==> config.mk <==
export PLATFORM = sky130hd
export DESIGN_NAME = fp_add_arbiter
export DESIGN_NICKNAME = d
export VERILOG_FILES = /design/src/rtl/fp_pkg.sv /design/src/rtl/rr_arbiter.sv /design/src/rtl/fp_add_arbiter.sv
export SDC_FILE = /design/constraint.sdc
export NUM_CORES = 1
export LEC_CHECK = 0
export BUFFER_PORTS_ARGS = -buffer_cell sky130_fd_sc_hd__buf_2
export CAP_MARGIN = 0
export CORE_AREA = 2 2 159 161
export CTS_CLUSTER_SIZE = 8
export DETAILED_ROUTE_END_ITERATION = 8
export DIE_AREA = 0 0 161 163
export PLACE_DENSITY_LB_ADDON = 0.25
export SETUP_SLACK_MARGIN = 0.5
export SLEW_MARGIN = 40
export SYNTH_ARGS = -nofsm -noshare
export SYNTH_HDL_FRONTEND = slang
export SYNTH_SLANG_ARGS = --single-unit
export TNS_END_PERCENT = 1
==> constraint.sdc <==
create_clock -name clk -period 1.8 [get_ports clk]
set_clock_uncertainty 0.2 [all_clocks]
set_input_delay 0.27 -clock clk [delete_from_list [all_inputs] [get_ports clk]]
set_output_delay 0.27 -clock clk [all_outputs]
set_load 0.01 [all_outputs]
==> src/rtl/fp_pkg.sv <==
// rtl/fp_pkg.sv - shared FP constants and arbiter FSM state encoding
package fp_pkg;
    localparam int             FP_W    = 32;
    localparam logic [FP_W-1:0] FP_QNAN = 32'h7FC00000;

    typedef enum logic [1:0] {
        S_IDLE  = 2'd0,
        S_ISSUE = 2'd1,
        S_WAIT  = 2'd2,
        S_RESP  = 2'd3
    } state_t;
endpackage

==> src/rtl/rr_arbiter.sv <==
// rtl/rr_arbiter.sv - combinational round-robin pick starting at ptr
module rr_arbiter #(
    parameter int N_REQ = 4,
    parameter int IDX_W = $clog2(N_REQ)
) (
    input  logic [IDX_W-1:0] ptr,
    input  logic [N_REQ-1:0] req_valid,
    output logic [N_REQ-1:0] grant,
    output logic [IDX_W-1:0] grant_idx,
    output logic             grant_any
);
    logic [IDX_W-1:0] idx;

    always_comb begin
        grant     = '0;
        grant_idx = '0;
        grant_any = 1'b0;
        idx       = '0;
        // Scan offsets high to low so the smallest offset from ptr is the last write.
        for (int k = N_REQ - 1; k >= 0; k--) begin
            idx = IDX_W'((int'(ptr) + k) % N_REQ);
            if (req_valid[idx]) begin
                grant_idx = idx;
                grant_any = 1'b1;
            end
        end
        if (grant_any) begin
            grant[grant_idx] = 1'b1;
        end
    end
endmodule

==> src/rtl/fp_add_arbiter.sv <==
// rtl/fp_add_arbiter.sv - round-robin share of one multi-cycle FP adder with watchdog
module fp_add_arbiter
    import fp_pkg::*;
#(
    parameter int N_REQ   = 4,
    parameter int TIMEOUT = 64
) (
    input  logic                  clk,
    input  logic                  rst,
    input  logic [N_REQ-1:0]      req_valid,
    output logic [N_REQ-1:0]      req_ready,
    input  logic [FP_W*N_REQ-1:0] req_a,
    input  logic [FP_W*N_REQ-1:0] req_b,
    input  logic [N_REQ-1:0]      req_sub,
    output logic                  add_start,
    output logic [FP_W-1:0]       add_a,
    output logic [FP_W-1:0]       add_b,
    output logic                  add_sub,
    input  logic                  add_done,
    input  logic [FP_W-1:0]       add_result,
    output logic [N_REQ-1:0]      rsp_valid,
    output logic [FP_W-1:0]       rsp_data,
    output logic                  rsp_err,
    output logic                  busy
);
    localparam int               IDX_W    = $clog2(N_REQ);
    localparam int               WD_W     = $clog2(TIMEOUT);
    localparam logic [WD_W-1:0]  WD_LAST  = WD_W'(TIMEOUT - 1);
    localparam logic [IDX_W-1:0] IDX_LAST = IDX_W'(N_REQ - 1);

    state_t           state, state_nxt;
    logic [IDX_W-1:0] ptr, owner, grant_idx;
    logic [N_REQ-1:0] grant;
    logic             grant_any;
    logic [WD_W-1:0]  wdog;
    logic [FP_W-1:0]  sel_a, sel_b;
    logic             sel_sub;

    rr_arbiter #(.N_REQ(N_REQ), .IDX_W(IDX_W)) u_arb (
        .ptr       (ptr),
        .req_valid (req_valid),
        .grant     (grant),
        .grant_idx (grant_idx),
        .grant_any (grant_any)
    );

    always_comb begin
        sel_a   = '0;
        sel_b   = '0;
        sel_sub = 1'b0;
        for (int i = 0; i < N_REQ; i++) begin
            if (grant[i]) begin
                sel_a   = req_a[i*FP_W +: FP_W];
                sel_b   = req_b[i*FP_W +: FP_W];
                sel_sub = req_sub[i];
            end
        end
    end

    always_ff @(posedge clk) begin
        if (rst) begin
            state <= S_IDLE;
        end else begin
            state <= state_nxt;
        end
    end

    always_comb begin
        state_nxt = state;
        req_ready = '0;
        add_start = 1'b0;
        rsp_valid = '0;
        busy      = (state != S_IDLE);
        case (state)
            S_IDLE: begin
                if (!rst) begin
                    req_ready = grant;
                end
                if (grant_any) begin
                    state_nxt = S_ISSUE;
                end
            end
            S_ISSUE: begin
                add_start = 1'b1;
                state_nxt = S_WAIT;
            end
            S_WAIT: begin
                if (add_done || wdog == WD_LAST) begin
                    state_nxt = S_RESP;
                end
            end
            S_RESP: begin
                rsp_valid[owner] = 1'b1;
                state_nxt        = S_IDLE;
            end
            default: state_nxt = S_IDLE;
        endcase
    end

    // A done outside WAIT falls through every branch below and is dropped.
    always_ff @(posedge clk) begin
        if (rst) begin
            ptr      <= '0;
            owner    <= '0;
            wdog     <= '0;
            add_a    <= '0;
            add_b    <= '0;
            add_sub  <= 1'b0;
            rsp_data <= '0;
            rsp_err  <= 1'b0;
        end else begin
            case (state)
                S_IDLE: begin
                    if (grant_any) begin
                        add_a   <= sel_a;
                        add_b   <= sel_b;
                        add_sub <= sel_sub;
                        owner   <= grant_idx;
                    end
                end
                S_ISSUE: wdog <= '0;
                S_WAIT: begin
                    if (add_done) begin
                        rsp_data <= add_result;
                        rsp_err  <= 1'b0;
                    end else if (wdog == WD_LAST) begin
                        rsp_data <= FP_QNAN;
                        rsp_err  <= 1'b1;
                    end else begin
                        wdog <= wdog + 1'b1;
                    end
                end
                S_RESP: ptr <= (owner == IDX_LAST) ? '0 : owner + 1'b1;
                default: ;
            endcase
        end
    end
endmodule

==> reports/metrics.csv, run 1 <==
metric,value,unit
vias per inst,5.357,
Synth Flop Type,dfxtp_1,
clock period minus worst slack,2.006,ns
max_cap viols,0,
failing checks,negative setup slack,
VDD IR max,0.6144,mV
Area Overhead vs Synth,74.98,%
setup_tns,-8.789,ns
first-pass GRT wire length,41.14,mm
DR iter-0 viols,839,
startpoint types,flip-flop,
Hold Startpoint,req_b[124],
Min-Delay Endpoint,add_b[28],
Slew headroom,55.96,%
All-Layer GR Usage,19.94,%
First-pass DRT Iterations,9,
Worst-Skew Late Latency,0.36,ns
leakage power,4.407,nW
routed length per instance,19.76,um
final RePlAce weighted congestion,0.8165,
antenna violations before repair,7,
input/output buffers,406,
clock transition at the registers of the reported paths,0.08,ns
Post-Layout Cell Count,1421,
Synth Warn #,0,
average size of a mapped cell,9.628,um^2
setup violators final,69,
WL met2,13.80,mm
post-synth top area share,36.36,%
share of cells above drive strength 1,62.98,%
outcome,"complete, but fails checks",
Hold Path Depth,3,
Starting Density,24.54,%
CP arrival,2.01,ns
DIE WIDTH,161,um
Crit path max-delay family,compound AO/OA/AOI/OAI gates,
"top cells by area, synth","dfxtp_1, a221oi_2, a222oi_1",
CTS Root Cell,clkbuf_16,
Worst setup EP type,flip-flop,
vias in the first global route,7421,
final period utilization,111.4,%
Mapped Cells,629,
Finished Core Util,42.95,%
setup slack at placement,-0.5060,ns
largest stage delay on the critical path,0.54,ns
placed wire-length estimate,19.31,mm
Worst Path Buf+Inv,2,
Slew Limit Fails,0,
CTS tree,built,
DRT antenna net count,0,
critical path type,flip-flop to flip-flop,
Crit Path Max Fanout,5,
clk sinks,110,
Final WS setup,-0.2059,ns
crit path from,ptr[1],
Post-Synthesis Cell Area,6056,um^2
Final nets,1390,
synth cell count leaders,"dfxtp_1, nand2_1, nor2_1, a222oi_1, o221ai_1",
DRC errors left,0,
met3 wire len,2.334,mm
"critical path, cell by cell","buf_6, a21oi_4, o211a_4, buf_12, a222oi_1, a221oi_1",
row count,58,
Worst R2R Setup Slack,-0.21,ns
leading area contributor after synthesis,dfxtp_1,
die height,163,um
CP max stage cell,a222oi_1,
Pwr Density,1155,nW/um^2
die area,26240,um^2
worst reg2reg path depth,6,
fmax,498.5,MHz
grt total ovfl,0,
Top Ports,407,
synth unique cells,41,
drt total wl,28.09,mm
Synth Register Bits,110,
asr flop ratio synth,0,%
syn_nets,937,
H-tree depth,3,
RSZ-0062 raised after global routing,yes,
"Hold Vio Cnt, Final",0,
"Seq/Total Area, Yosys",36.36,%
total CTS buffers,9,
total number of vias,7612,
most common cell in the netlist,dfxtp_1,
Worst Tran Pin Value,0.6606,ns
reg-to-reg startpoint,ptr[1],
required time of the critical path,1.80,ns
Fin Hold WS,0.09583,ns
Core Area,24670,um^2
largest net degree at the start of global routing,57,
min-delay worst type,input pin to flip-flop,
max layer used,met5,
FF-to-FF End,add_b[1],
Clock Path Buffers,2,
wl on met1,11.28,mm
number of enable flip-flop cells after synthesis,0,
Placed Cells incl. Taps,1350,
what timing repair did:
| action | in CTS | in global routing |
|---|---|---|
| cloned | 3 | 1 |
| resized for setup | 153 | 36 |
| setup endpoints to repair | 218 | 217 |
| pin swaps | 93 | 76 |
| hold buffers | 32 | 0 |
| endpoints found under the hold margin | 32 | 0 |
| buffers inserted | 14 | 1 |
cells in the final DEF, fill, tap and decap left out, drive strengths merged, types with 11 or more instances in the layout:
master and instances:
dlygate4sd3 32, a221oi 65, nand2 72, clkbuf 11
a22oi 23, nor2 68, nor3 13, dfxtp 110
a222oi 65, buf 484, inv 12, o221ai 66
state kept, by name, indices dropped and copies added, names as in the netlist:
register and cells:
ptr 2, add_b 32, wdog 6, state 2
add_sub 1, rsp_err 1, rsp_data 32, owner 2
add_a 32
worst min-delay path, cell delays in order:
cell and delay (ns):
buf_2 0.10, o221ai_1 0.17, a221oi_2 0.07
cell families after synthesis:
| logic type | after synthesis | synth area share (%) |
|---|---|---|
| AO/OA/AOI/OAI | 245 | 41.67 |
| adder cells (fa/ha/maj) | 9 | 1.860 |
| buffers and inverters | 88 | 7.293 |
| flip-flops | 110 | 36.36 |
| multiplexers | 7 | 1.198 |
| AND/OR/NAND/NOR | 170 | 11.61 |
final cells by class:
| type | instances | area (um^2) |
|---|---|---|
| inverters | 10 | 40.04 |
| well taps | 330 | 412.9 |
| diodes | 5 | 12.51 |
| multi-input cells | 431 | 3865 |
| clock inverters | 5 | 42.54 |
| flip-flops and latches | 110 | 2262 |
| clock buffers | 10 | 239.0 |
| repair buffers | 520 | 3722 |
| fillers | 2412 | 14080 |
routing by layer:
layer  up-vias  GRT usage (%)
li1       3525              -
met2       377          34.69
met1      3655          23.70
met4         4          6.940
met5         -              0
met3        51          5.399
how the worst max path moves through the flow:
stage	slack [ns]	cells after the start	endpoint
6_report	-0.21	6	add_b[1]
3_5_place_dp	-0.51	7	add_b[1]
3_3_place_gp	-0.48	7	add_b[1]
2_1_floorplan	0.04	8	add_a[10]
4_1_cts	-0.33	6	add_b[1]
5_1_grt	-0.28	6	add_b[1]
report_power, final:
group	switching (mW)	total, mW	internal [mW]
Combinational	3.47	6.73	3.27
Clock	1.00	1.99	0.988
Sequential	0.478	3.51	3.03
stage by stage:
step / total power, mW / cell area [um^2]
after floorplan: 7.094 / 6155
after global routing: 12.96 / 10600
after detailed placement: 9.297 / 8977
final: 12.24 / 10600
after CTS: 12.19 / 10420
after global placement: 9.261 / 8977
Power figures use the tool's default switching activity.
==> inputs of run 2 (changes only) <==
--- a/config.mk
+++ b/config.mk
@@ -12,6 +12,7 @@
 export DETAILED_ROUTE_END_ITERATION = 8
 export DIE_AREA = 0 0 161 163
 export PLACE_DENSITY_LB_ADDON = 0.25
+export RECOVER_POWER = 25
 export SETUP_SLACK_MARGIN = 0.5
 export SLEW_MARGIN = 40
 export SYNTH_ARGS = -nofsm -noshare
==> run 2 against run 1 <==
The flow finishes with violations (design-rule violations, negative setup slack). Sequential share of layout area down 0.28 points. Core utilization down 0.23 points. Critical path depth unchanged. Routed wire length down 0.23%. Global-route usage unchanged. First-iteration DRC count down 4.2%. Total power down 0.38%. Combinational power about the same. Via count down 0.78%. Critical path type unchanged. Die area unchanged.
==> reports/metrics.csv, run 2 (synthesized netlist as in run 1, its figures left out) <==
metric,value,unit,change
required time of the critical path,1.80,ns,about the same
clock transition at the registers of the reported paths,0.08,ns,about the same
antenna violations before repair,7,,unchanged
largest net degree at the start of global routing,57,,unchanged
DRT antenna net count,0,,unchanged
Worst-Skew Late Latency,0.36,ns,about the same
RSZ-0062 raised after global routing,yes,,unchanged
Clock Path Buffers,2,,unchanged
row count,58,,unchanged
largest stage delay on the critical path,0.56,ns,was 0.54 ns
Slew Limit Fails,0,,unchanged
placed wire-length estimate,19.31,mm,unchanged
min-delay worst type,input pin to flip-flop,,unchanged
All-Layer GR Usage,19.94,%,unchanged
Slew headroom,54.40,%,was 55.96%
"commonest non-fill, non-tap cells in the layout","buf_2, dfxtp_1, nand2_1",,"was buf_2, nand2_1, dfxtp_1"
Top Ports,407,,unchanged
leakage power,4.384,nW,was 4.407 nW
Final nets,1390,,unchanged
Area Overhead vs Synth,74.05,%,was 74.98%
startpoint types,flip-flop,,unchanged
first-pass GRT wire length,41.14,mm,unchanged
"critical path, cell by cell","buf_6, a21oi_4, o211a_4, buf_12, a222oi_1, a221oi_1",,unchanged
share of cells above drive strength 1,59.67,%,was 62.98%
setup slack at placement,-0.5060,ns,unchanged
Hold Path Depth,3,,unchanged
total number of vias,7553,,was 7612
Worst Tran Pin Value,0.6840,ns,was 0.6606 ns
failing checks,"design-rule violations, negative setup slack",,was negative setup slack
number of cells on the critical path,6,,unchanged
total CTS buffers,9,,unchanged
critical path type,flip-flop to flip-flop,,unchanged
DR iter-0 viols,804,,was 839
DRC errors left,10,,was 0
VDD IR max,0.6045,mV,was 0.6144 mV
vias per inst,5.315,,was 5.357
"most common cell after layout, fill and taps aside",buf_2,,unchanged
Largest regs,"add_a (32), add_b (32), rsp_data (32)",,unchanged
H-tree depth,3,,unchanged
routed length per instance,19.72,um,was 19.76 um
Crit path max-delay family,compound AO/OA/AOI/OAI gates,,unchanged
First-pass DRT Iterations,9,,unchanged
Worst setup EP type,flip-flop,,unchanged
die area,26240,um^2,unchanged
final period utilization,112.6,%,was 111.4%
grt total ovfl,0,,unchanged
DIE WIDTH,161,um,unchanged
die height,163,um,unchanged
Final WS setup,-0.2267,ns,was -0.2059 ns
Crit Path Max Fanout,5,,unchanged
CTS Root Cell,clkbuf_16,,unchanged
Core Area,24670,um^2,unchanged
drt total wl,28.02,mm,was 28.09 mm
input/output buffers,406,,unchanged
fmax,493.4,MHz,was 498.5 MHz
Starting Density,24.54,%,unchanged
CP max stage cell,a222oi_1,,unchanged
max_cap viols,0,,unchanged
final RePlAce weighted congestion,0.8165,,unchanged
outcome,"complete, but fails checks",,unchanged
vias in the first global route,7421,,unchanged
"Hold Vio Cnt, Final",0,,unchanged
CP arrival,2.03,ns,was 2.01 ns
Total Power,12.19,mW,was 12.24 mW
clock period minus worst slack,2.027,ns,was 2.006 ns
Pwr Density,1156,nW/um^2,was 1155 nW/um^2
CTS tree,built,,unchanged
setup violators final,73,,was 69
Worst Path Buf+Inv,2,,unchanged
worst reg2reg path depth,6,,unchanged
clk sinks,110,,unchanged
run 2: per-stage QoR:
stage	std cells	TNS [ns]	area, um^2	util, %	hold slack [ns]
finish	1421	-9.225	10540	42.72	0.09517
global route	1421	-14.65	10540	42.72	0.09315
CTS	1414	-11.09	10420	42.21	0.07963
detailed placement	1350	-11.43	8977	36.38	0.2764
global placement	1350	-10.95	8977	36.38	0.2680
floorplan	629	0	6155	-	0.2183
run 2: final timing paths:
check / from / to / slack (ns)
hold reg to reg: wdog[4] / wdog[4] / 0.26
setup / recovery: ptr[1] / add_b[1] / -0.23
hold / removal: req_b[124] / add_b[28] / 0.1
setup reg to reg: ptr[1] / add_b[1] / -0.23
run 2: per-layer routing:
| layer | global-route usage, % | vias up | part of all wire (%) |
|---|---|---|---|
| met5 | 0 | - | 0.096 |
| met4 | 6.940 | 4 | 2.1 |
| met3 | 5.399 | 47 | 8.2 |
| met2 | 34.69 | 359 | 49 |
| met1 | 23.70 | 3616 | 40 |
| li1 | - | 3527 | - |
run 2: power breakdown:
group	leakage [nW]	internal (mW)	switching (mW)	total, mW
combinational	3.34	3.26	3.46	6.71
sequential	0.905	3.01	0.476	3.49
clock	0.136	0.988	1.00	1.99
run 2: final cells by class:
| cell class | instances | area, um^2 |
|---|---|---|
| clock inverter | 5 | 42.54 |
| antenna | 5 | 12.51 |
| fill | 2426 | 14130 |
| clock buffer | 10 | 239.0 |
| multi-input combinational | 431 | 3852 |
| inverter | 10 | 40.04 |
| timing repair buffer | 520 | 3720 |
| sequential | 110 | 2221 |
| tap | 330 | 412.9 |
run 2: what timing repair did:
item                                   4_1_cts  5_1_grt
buffers inserted                            14        1
setup endpoints to repair                  218      217
cloned                                       3        1
endpoints found under the hold margin       32        0
pin swaps                                   93       76
gates resized for setup                    153       36
hold buffers                                32        0
run 2: worst register-to-register path: stages (launching register included):
cell	delay (ns)
dfxtp_4	0.38
buf_6	0.12
a21oi_4	0.05
o211a_4	0.26
buf_12	0.14
a222oi_1	0.56
a221oi_1	0.16
